<file path="config.mk">
export PLATFORM = sky130hd
export DESIGN_NAME = tx_packet_arbiter
export DESIGN_NICKNAME = d
export VERILOG_FILES = /design/src/rtl/tx_packet_arbiter.sv
export SDC_FILE = /design/constraint.sdc
export NUM_CORES = 1
export LEC_CHECK = 0
export BUFFER_PORTS_ARGS = -buffer_cell sky130_fd_sc_hd__buf_2
export CORE_MARGIN = 2
export CORE_UTILIZATION = 44
export DETAILED_ROUTE_END_ITERATION = 7
export PLACE_DENSITY = 0.8
export SYNTH_ARGS = -nofsm -noshare
export SYNTH_HDL_FRONTEND = slang
export SYNTH_SLANG_ARGS = --single-unit
export TNS_END_PERCENT = 100
</file>
<file path="constraint.sdc">
create_clock -name i_Clk -period 2.17 [get_ports i_Clk]
set_clock_uncertainty 0.1 [all_clocks]
set_input_delay 0.434 -clock i_Clk [delete_from_list [all_inputs] [get_ports i_Clk]]
set_output_delay 0.434 -clock i_Clk [all_outputs]
set_load 0.01 [all_outputs]
</file>
<file path="src/rtl/tx_packet_arbiter.sv">
// Round-robin arbiter sharing the avr_interface TX packet port between two requesters.
// Streams the winner's words, commits the packet, then holds the grant until transmission ends.
module tx_packet_arbiter #(
    parameter int WORD_W       = 16,
    parameter int BUSY_TIMEOUT = 16
) (
    input  logic              i_Clk,
    input  logic              i_Rst,
    input  logic [1:0]        i_Req,
    input  logic [3:0]        i_Req_Cnt0,
    input  logic [3:0]        i_Req_Cnt1,
    input  logic [3:0]        i_Req_Type0,
    input  logic [3:0]        i_Req_Type1,
    input  logic [WORD_W-1:0] i_Req_Word0,
    input  logic [WORD_W-1:0] i_Req_Word1,
    output logic [1:0]        o_Grant,
    output logic [3:0]        o_Word_Idx,
    output logic [1:0]        o_Done,
    output logic [1:0]        o_Err,
    output logic [WORD_W-1:0] o_Tx_Word,
    output logic              o_Write_Tx_Word,
    output logic              o_New_Tx_DV,
    output logic [3:0]        o_Tx_Word_Cnt,
    output logic [3:0]        o_Tx_Resp_Type,
    input  logic              i_Tx_Busy
);

    localparam int TW = $clog2(BUSY_TIMEOUT + 1);
    localparam logic [TW-1:0] TMO_LIMIT = TW'(BUSY_TIMEOUT);

    typedef enum logic [2:0] {
        S_IDLE,
        S_LOAD,
        S_COMMIT,
        S_WAIT_BUSY,
        S_WAIT_IDLE,
        S_FINISH
    } state_t;

    state_t          state_reg, state_next;
    logic [1:0]      grant_reg, grant_next;
    logic            last_reg,  last_next;
    logic [3:0]      cnt_reg,   cnt_next;
    logic [3:0]      type_reg,  type_next;
    logic [3:0]      idx_reg,   idx_next;
    logic [TW-1:0]   tmo_reg,   tmo_next;
    logic            err_reg,   err_next;
    logic            winner;
    logic [TW-1:0]   tmo_inc;

    always_ff @(posedge i_Clk) begin
        if (i_Rst) begin
            state_reg <= S_IDLE;
            grant_reg <= 2'b00;
            last_reg  <= 1'b1;
            cnt_reg   <= 4'd0;
            type_reg  <= 4'd0;
            idx_reg   <= 4'd0;
            tmo_reg   <= '0;
            err_reg   <= 1'b0;
        end else begin
            state_reg <= state_next;
            grant_reg <= grant_next;
            last_reg  <= last_next;
            cnt_reg   <= cnt_next;
            type_reg  <= type_next;
            idx_reg   <= idx_next;
            tmo_reg   <= tmo_next;
            err_reg   <= err_next;
        end
    end

    // With both requesting, the requester not served last wins; a lone request wins outright.
    assign winner  = (i_Req == 2'b11) ? ~last_reg : i_Req[1];
    assign tmo_inc = tmo_reg + TW'(1);

    always_comb begin
        state_next      = state_reg;
        grant_next      = grant_reg;
        last_next       = last_reg;
        cnt_next        = cnt_reg;
        type_next       = type_reg;
        idx_next        = idx_reg;
        tmo_next        = tmo_reg;
        err_next        = err_reg;
        o_Write_Tx_Word = 1'b0;
        o_New_Tx_DV     = 1'b0;
        case (state_reg)
            S_IDLE: begin
                idx_next = 4'd0;
                err_next = 1'b0;
                if (!i_Tx_Busy && (i_Req != 2'b00)) begin
                    grant_next = winner ? 2'b10 : 2'b01;
                    cnt_next   = winner ? i_Req_Cnt1  : i_Req_Cnt0;
                    type_next  = winner ? i_Req_Type1 : i_Req_Type0;
                    state_next = S_LOAD;
                end
            end
            S_LOAD: begin
                if (cnt_reg == 4'd0) begin
                    err_next   = 1'b1;
                    state_next = S_FINISH;
                end else begin
                    o_Write_Tx_Word = 1'b1;
                    if (idx_reg == cnt_reg - 4'd1) begin
                        idx_next   = 4'd0;
                        state_next = S_COMMIT;
                    end else begin
                        idx_next = idx_reg + 4'd1;
                    end
                end
            end
            S_COMMIT: begin
                o_New_Tx_DV = 1'b1;
                tmo_next    = '0;
                state_next  = S_WAIT_BUSY;
            end
            S_WAIT_BUSY: begin
                if (i_Tx_Busy) begin
                    state_next = S_WAIT_IDLE;
                end else begin
                    tmo_next = tmo_inc;
                    if (tmo_inc == TMO_LIMIT) begin
                        err_next   = 1'b1;
                        state_next = S_FINISH;
                    end
                end
            end
            S_WAIT_IDLE: begin
                if (!i_Tx_Busy) state_next = S_FINISH;
            end
            S_FINISH: begin
                last_next  = grant_reg[1];
                grant_next = 2'b00;
                err_next   = 1'b0;
                state_next = S_IDLE;
            end
            default: state_next = S_IDLE;
        endcase
    end

    genvar gi;
    generate
        for (gi = 0; gi < 2; gi++) begin : g_done
            assign o_Done[gi] = (state_reg == S_FINISH) && grant_reg[gi];
            assign o_Err[gi]  = o_Done[gi] && err_reg;
        end
    endgenerate

    assign o_Grant        = grant_reg;
    assign o_Word_Idx     = idx_reg;
    assign o_Tx_Word      = grant_reg[1] ? i_Req_Word1 : (grant_reg[0] ? i_Req_Word0 : '0);
    assign o_Tx_Word_Cnt  = (state_reg == S_COMMIT) ? cnt_reg  : 4'd0;
    assign o_Tx_Resp_Type = (state_reg == S_COMMIT) ? type_reg : 4'd0;

endmodule

</file>
Word level (Yosys, flattened, before mapping). Index checks and enable logic that the tools add are counted.

Bits in registers: 24. Logic and storage cells: 77. Input port bits: 53. Output and inout bits: 36.

Reductions and logical operators: 20. Bitwise operators: 1. Add/sub/neg operators: 3. Mux-type cells: 29. Equal/unequal tests: 16.

Operators with widths (count): 16-bit 2-to-1 mux (2); 4-bit 2-to-1 mux (6); 3-bit 2-to-1 mux (6); 3-bit case mux with 5 select lines (1); 2-bit inequality test (second input constant) (6); 5-bit case mux with 2 select lines (1); 4-bit case mux with 2 select lines (1); 2-bit AND reduction (4); 4-bit AND reduction (2); 2-bit nonzero test (4); 1-bit 2-to-1 mux (7); 3-bit by 2-bit == test with 1-bit output (second input constant) (2); 3-bit == test (second input constant) (2); 3-bit inequality test (second input constant) (2); 5-bit by 1-bit adder with 5-bit output (second input constant) (1); 5-bit == test (second input constant) (1); 1-bit logical AND (5); 5-bit 2-to-1 mux (1); 4-bit by 1-bit adder with 4-bit output (second input constant) (1); 4-bit == test (1); 4-bit logical NOT (1); 2-bit 2-to-1 mux (2); 2-bit case mux with 2 select lines (1); 4-bit by 1-bit subtractor with 4-bit output (second input constant) (1); other kinds (8) (8).

Longest topological paths before layout. Gate-level depths: netlist of the first run.

Depth in word-level cells: 5. Depth in mapped cells: 7. Mapped depth without buffers: 7.

Worst setup path before layout of the first run. No wires, ideal clock.

Kind: register to register. Start point: reg cnt_reg[0]. End point: reg idx_reg[2], in the netlist o_Word_Idx[2]. Setup time: 122 ps. Setup slack: 338 ps. Stages on the path, launching flop included: 7. Required time: 1948 ps. Buffers on the path: 0. Clock period less this slack: 1832 ps. Arrival: 1611 ps. Cells stage by stage: dfxtp_1 -> inv_1 -> ha_1 -> xnor2_1 -> nor4_4 -> nor2_2 -> a221o_1.

Cells in the longest elaborated chain, start to end: 5. Elaborated cells between the ends (all ways): 8. Those cells by class: 1 x add/sub; 2 x eq/ne; 3 x mux; 2 x reduce/logical.

Ends and longest elaborated chain: start, declared (RTL line 43) `logic [3:0] cnt_reg, cnt_next;`; start signal, assigned (RTL line 65) `cnt_reg <= cnt_next;`; 4-bit by 1-bit subtractor with 4-bit output (RTL line 105) `if (idx_reg == cnt_reg - 4'd1) begin`; 4-bit == test (RTL line 105); 4-bit 2-to-1 mux (RTL line 105); 4-bit 2-to-1 mux (RTL line 100) `if (cnt_reg == 4'd0) begin`; 4-bit case mux with 2 select lines (RTL line 88) `case (state_reg)`; end signal, assigned (RTL line 67) `idx_reg <= idx_next;`; end, declared (RTL line 45) `logic [3:0] idx_reg, idx_next;`.

Parallel ways exist; a longest one is shown, timed or not. The select of a mux whose other input is x is not followed. A chain may end at the register's enable or synchronous reset.

Worst setup path in the final report of the first run.
Start point: reg cnt_reg[0]. End point: out o_Write_Tx_Word.

Cells in the longest elaborated chain, start to end: 3.

Ends and longest elaborated chain: 4-bit logical NOT (RTL line 100); 1-bit 2-to-1 mux (RTL line 100); 1-bit 2-to-1 mux (RTL line 88); end, declared (RTL line 21) `output logic o_Write_Tx_Word,`.

Every way passes these cells.

==> results_dict.tcl, run 1 <==
set metrics [dict create \
    crit_chain "inv_1 -> ha_1 -> nor3b_2 -> nor3_1 -> buf_2" \
    synthTopCellsByArea "dfxtp_1 (30%), a22o_1 (9.4%), mux2i_1 (7.0%)" \
    cpPeakStageDelay_ns 0.39 \
    ant_nets 0 \
    reg2regPathDepth 6 \
    fmax_ghz 0.489 \
    p_per_area_nw_per_um2 502 \
    final_cells 323 \
    grt_max_degree 23 \
    placedCellCount 319 \
    yosysSeqAreaShare_pct 30.4 \
    cp.arrival_ns 1.51 \
    cp_slowest_cell "dfxtp_2" \
    setup_tns_ns 0 \
    io_pins 89 \
    hold_path.startpoint "i_Req_Type0[2]" \
    syn_area_sq_um 1580 \
    antenna_found_initial 0 \
    fp.dieH_um 64.0 \
    nFillCells 307 \
    cts.repair.resized 2 \
    path_clk_slew_ns 0.14 \
    final_cell_area_sq_um 2130 \
    synth_edf_count 0 \
    rr_startpoint "cnt_reg[0]" \
    yosysWarnings 0 \
    coreArea_sq_um 3390 \
    placed_cell_area_sq_um 2080 \
    grt_pass1_wl_um 6540 \
    num-nets-final 334 \
    chipWidth_um 64.0 \
    cap_violations 0 \
    numCtsBuffers 3 \
    fin_ws_ns 0.127 \
    wl_per_cell_um 12.5 \
    diodes 0 \
    final_max_slew_viol_count 0 \
    yosys_most_used_dff "dfxtp_1" \
    syn_nets 245 \
    yosysTopAreaCell "dfxtp_1" \
    grt_overflow_total 0 \
    start_util_pct 46.7 \
    hold_viol 0 \
    startpoint "cnt_reg[0]" \
    h-tree-depth 1 \
    hpwl_um 3130 \
    first_global_vias 1509 \
    vias 1704 \
    cts_tree "yes" \
    cts_root_buffer "clkbuf_4" \
    ys_ff_latch 24 \
    rsz0062_at_grt "false" \
    dpl_worst_slack_ns 0.179 \
    synth_top_area_share_pct 30.4 \
    clock_latency_ns 0.32 \
    rows 21 \
    p_leak_nw 1.02 \
    area_growth_pct 35.0 \
    finalCriticalPeriod_ns 2.04 \
    gp_congestion 0.818 \
    drt_first_pass_iters 4 \
    peakVddDrop_mv 0.284 \
    period_share_pct 94.2 \
    whs_ns 0.324 \
    largest_reg_flops 5 \
    critPathBufInv 2 \
    crit_fanout 4 \
    routed_via_density 5.28 \
    crit_path_end_kind "primary output" \
    wl_um 4050 \
    synth.distinct_cells 43 \
    cts_buffer_depth 2 \
    avgSynthCellArea_sq_um 8.37 \
    post-route-drc-count 0 \
    holdPathStages 3 \
    max_slew_margin_pct 69.2 \
    clock_sinks 24 \
    critical_path_class "flip-flop to primary output" \
    die_area_sq_um 4090 \
    async_flop_share_pct 0 \
    globalRouteTotalUtil_pct 19.6 \
    tightestPinTransition_ns 0.460 \
    r2r_slack_ns 0.23 \
    worst-endpoint-required_ns 1.64 \
    portBuffers 88 \
    first_iter_violations 69 \
    holdPathEnd "type_reg[2]" \
    postCtsSetupBuffers 0 \
    critical_path.top_delay_family "flip-flops" \
    outcome "finished, final reports clean" \
    reg2reg_to "o_Word_Idx[2]" \
    drive_gt1_share_pct 41.5 \
    cp-start-kind "flip-flop" \
    synthCells 189 \
    cts_hold_buf 0 \
    setup_viol 0 \
    hold_path.class "input pin to flip-flop" \
]
synth_stat cells, types with 2 or more instances:
cell,count
nor2_1,25
dfxtp_1,24
a22o_1,17
mux2i_1,11
a211oi_1,9
and2_1,8
clkbuf_1,8
o21ai_0,7
a21oi_1,6
nand2_1,6
nor3_1,6
xnor2_1,6
inv_1,5
nand2b_1,5
nand3_1,4
nor2b_1,4
ha_1,3
a211oi_2,2
a21o_1,2
a22oi_1,2
a31oi_1,2
a41oi_1,2
and3_1,2
buf_2,2
nand3b_1,2
nand4b_1,2
area by class of cell:
cell class,count,area [sq um],share of cell area (%)
multi-input combinational,148,1040,48.6
timing repair buffer,96,500,23.4
sequential,24,484,22.7
tap,46,57.6,2.70
clock buffer,4,36.3,1.70
inverter,5,18.8,0.879
tightest hold or removal path: stages:
cell and delay, ns:
buf_2 0.09, mux2i_1 0.11, a211oi_1 0.08
per-stage QoR:
step                utilization (%)  power, mW
finish                         63.0       1.07
CTS                            62.7       1.07
global placement               61.5      0.827
floorplan                         -      0.719
detailed placement             61.5      0.834
global route                   63.0       1.14
layout by cell type, fill, tap and decap left out, types with 5 or more instances in the layout:
master / instances
a211oi_1: 9
a21oi_1: 6
a22o_1: 17
and2_1: 8
buf_2: 88
buf_4: 8
dfxtp_1: 21
inv_1: 5
mux2i_1: 11
nand2_1: 6
nand2b_1: 5
nor2_1: 23
nor3_1: 6
o21ai_0: 7
xnor2_1: 6
report_power, final:
part | internal (mW) | switching [mW] | total [mW]
Sequential | 0.469 | 0.0329 | 0.502
Clock | 0.103 | 0.141 | 0.243
Combinational | 0.162 | 0.165 | 0.326
layer usage:
metal,GRT usage [%],up-vias,share of wire (%)
met5,0,-,0
met4,7.07,0,1.4
met3,3.70,5,7.2
met2,32.4,69,47
met1,25.2,759,44
li1,-,871,-
worst max-delay path by stage:
stage          cells past startpoint               to  slack [ns]
3_5_place_dp                       6    o_Word_Idx[2]        0.18
4_1_cts                            5  o_Write_Tx_Word       0.003
5_1_grt                            5  o_Write_Tx_Word        0.02
2_1_floorplan                      6    o_Word_Idx[2]        0.34
6_report                           5  o_Write_Tx_Word        0.13
3_3_place_gp                       6    o_Word_Idx[2]        0.26
cell families (layout without fill, tap and decap cells):
family                     Yosys count  in the layout  synth area share, %
adders and majority gates            3              3                 2.37
xor gates and xnor gates             6              6                 3.32
muxes                               12             12                 7.67
buffers and inverters               17            105                 4.67
DFF                                 24             24                 30.4
and+or+nand+nor                     73             73                 25.7
AOI/OAI and AO/OA                   54             54                 25.9
Note: power is estimated with default switching activity, not from simulation.
==> run 2: changes to the inputs <==
--- a/config.mk
+++ b/config.mk
@@ -7,9 +7,10 @@
 export LEC_CHECK = 0
 export BUFFER_PORTS_ARGS = -buffer_cell sky130_fd_sc_hd__buf_2
 export CORE_MARGIN = 2
-export CORE_UTILIZATION = 44
+export CORE_UTILIZATION = 45
+export CTS_BUF_LIST = sky130_fd_sc_hd__clkbuf_4 sky130_fd_sc_hd__clkbuf_8
 export DETAILED_ROUTE_END_ITERATION = 7
-export PLACE_DENSITY = 0.8
+export PLACE_DENSITY = 0.81
 export SYNTH_ARGS = -nofsm -noshare
 export SYNTH_HDL_FRONTEND = slang
 export SYNTH_SLANG_ARGS = --single-unit
==> results_dict.tcl, run 2 (synthesized netlist as in run 1, its figures left out) <==
set metrics [dict create \
    outcome "finished, final reports clean" \
    grt_pass1_wl_um 6950 \
    path_clk_slew_ns 0.13 \
    ant_nets 0 \
    post-route-drc-count 0 \
    p_per_area_nw_per_um2 543 \
    diodes 0 \
    clock_latency_ns 0.34 \
    coreArea_sq_um 3360 \
    cts_buffer_depth 2 \
    first_iter_violations 65 \
    rows 21 \
    tightestPinTransition_ns 0.471 \
    peakVddDrop_mv 0.280 \
    h-tree-depth 1 \
    cts_tree "yes" \
    portBuffers 88 \
    wl_um 4230 \
    area_growth_pct 35.8 \
    final_cell_area_sq_um 2150 \
    vias 1728 \
    drt_first_pass_iters 4 \
    antenna_found_initial 0 \
    grt_overflow_total 0 \
    whs_ns 0.305 \
    hold_viol 0 \
    setup_viol 0 \
    hpwl_um 3210 \
    gp_congestion 0.769 \
    layout_common_cells "buf_2 (88), nor2_1 (23), dfxtp_1 (20), a22o_1 (17), mux2i_1 (11)" \
    chipWidth_um 63.3 \
    wl_per_cell_um 13.1 \
    largest_reg_flops 5 \
    numCtsBuffers 3 \
    die_area_sq_um 4000 \
    postCtsSetupBuffers 0 \
    fp.dieH_um 63.3 \
    drive_gt1_share_pct 41.7 \
    p_total_mw 1.17 \
    num-nets-final 333 \
    cts_root_buffer "clkbuf_4" \
    critical_path_class "flip-flop to primary output" \
    routed_via_density 5.37 \
    finalCriticalPeriod_ns 2.09 \
    clock_sinks 24 \
    max_slew_margin_pct 68.5 \
    crit_fanout 4 \
    grt_max_degree 23 \
    start_util_pct 47.0 \
    placed_cell_area_sq_um 2080 \
    globalRouteTotalUtil_pct 21.6 \
    hold_path.class "input pin to flip-flop" \
    final_common_cell "buf_2" \
    cap_violations 0 \
    crit_path_end_kind "primary output" \
    final_max_slew_viol_count 0 \
    io_pins 89 \
    critical_path.top_delay_family "flip-flops" \
    period_share_pct 96.1 \
    cp-start-kind "flip-flop" \
    setup_tns_ns 0 \
    worst-endpoint-required_ns 1.64 \
    first_global_vias 1632 \
    rsz0062_at_grt "false" \
    critPathBufInv 2 \
    cp.arrival_ns 1.55 \
    cp_slowest_cell "dfxtp_4" \
    cpPeakStageDelay_ns 0.39 \
    crit_chain "inv_1 -> ha_1 -> nor3b_2 -> nor3_1 -> buf_2" \
    fmax_ghz 0.479 \
    p_leak_nw 1.02 \
]
==> run 2: final cells by class <==
cell class,count,area (sq um)
fillers,319,1220
multi-input cells,148,1040
repair buffers,95,493
flip-flops and latches,24,488
well taps,46,57.6
clock inverters,1,30.0
clock buffers,3,22.5
inverters,5,18.8
==> run 2: repair_timing <==
item / 4_1_cts / 5_1_grt
resized for setup: 4 / 4
endpoints found under the setup margin: 11 / 11
hold buffers: 0 / 0
==> run 2: final timing paths <==
| kind | from | endpoint | slack, ns | cells after the start |
|---|---|---|---|---|
| max | cnt_reg[0] | o_Write_Tx_Word | 0.08 | 5 |
| min | i_Req_Cnt0[0] | cnt_reg[0] | 0.30 | 3 |
| max reg2reg | cnt_reg[0] | o_Word_Idx[2] | 0.26 | 6 |
| min reg2reg | type_reg[3] | type_reg[3] | 0.40 | 2 |
==> run 2: metrics by stage <==
stage | util [%] | instances | setup WS (ns)
3_3_place_gp | 61.8 | 318 | 0.271
4_1_cts | 63.7 | 322 | 0.0181
2_1_floorplan | - | 189 | 0.338
6_report | 63.8 | 322 | 0.0844
3_5_place_dp | 61.8 | 318 | 0.211
5_1_grt | 63.8 | 322 | 0.0124
==> run 2: layer usage <==
layer	global-route usage [%]	share of wire, %
met5	0	0
met4	8.70	1.3
met3	5.36	7.9
met2	37.2	49
met1	25.7	42
==> run 2: report_power, final <==
group / switching [mW] / total [mW] / internal, mW / leakage (nW)
registers: 0.0345 / 0.503 / 0.469 / 0.198
clock network: 0.149 / 0.337 / 0.187 / 0.0279
logic: 0.166 / 0.326 / 0.159 / 0.793
==> run 2: worst reg2reg max path, stage by stage, from the launching register on <==
cell and delay [ns]:
dfxtp_4 0.39, inv_1 0.06, ha_1 0.30, xnor2_1 0.16, nor4_4 0.43, nor2_2 0.09
a221o_1 0.30
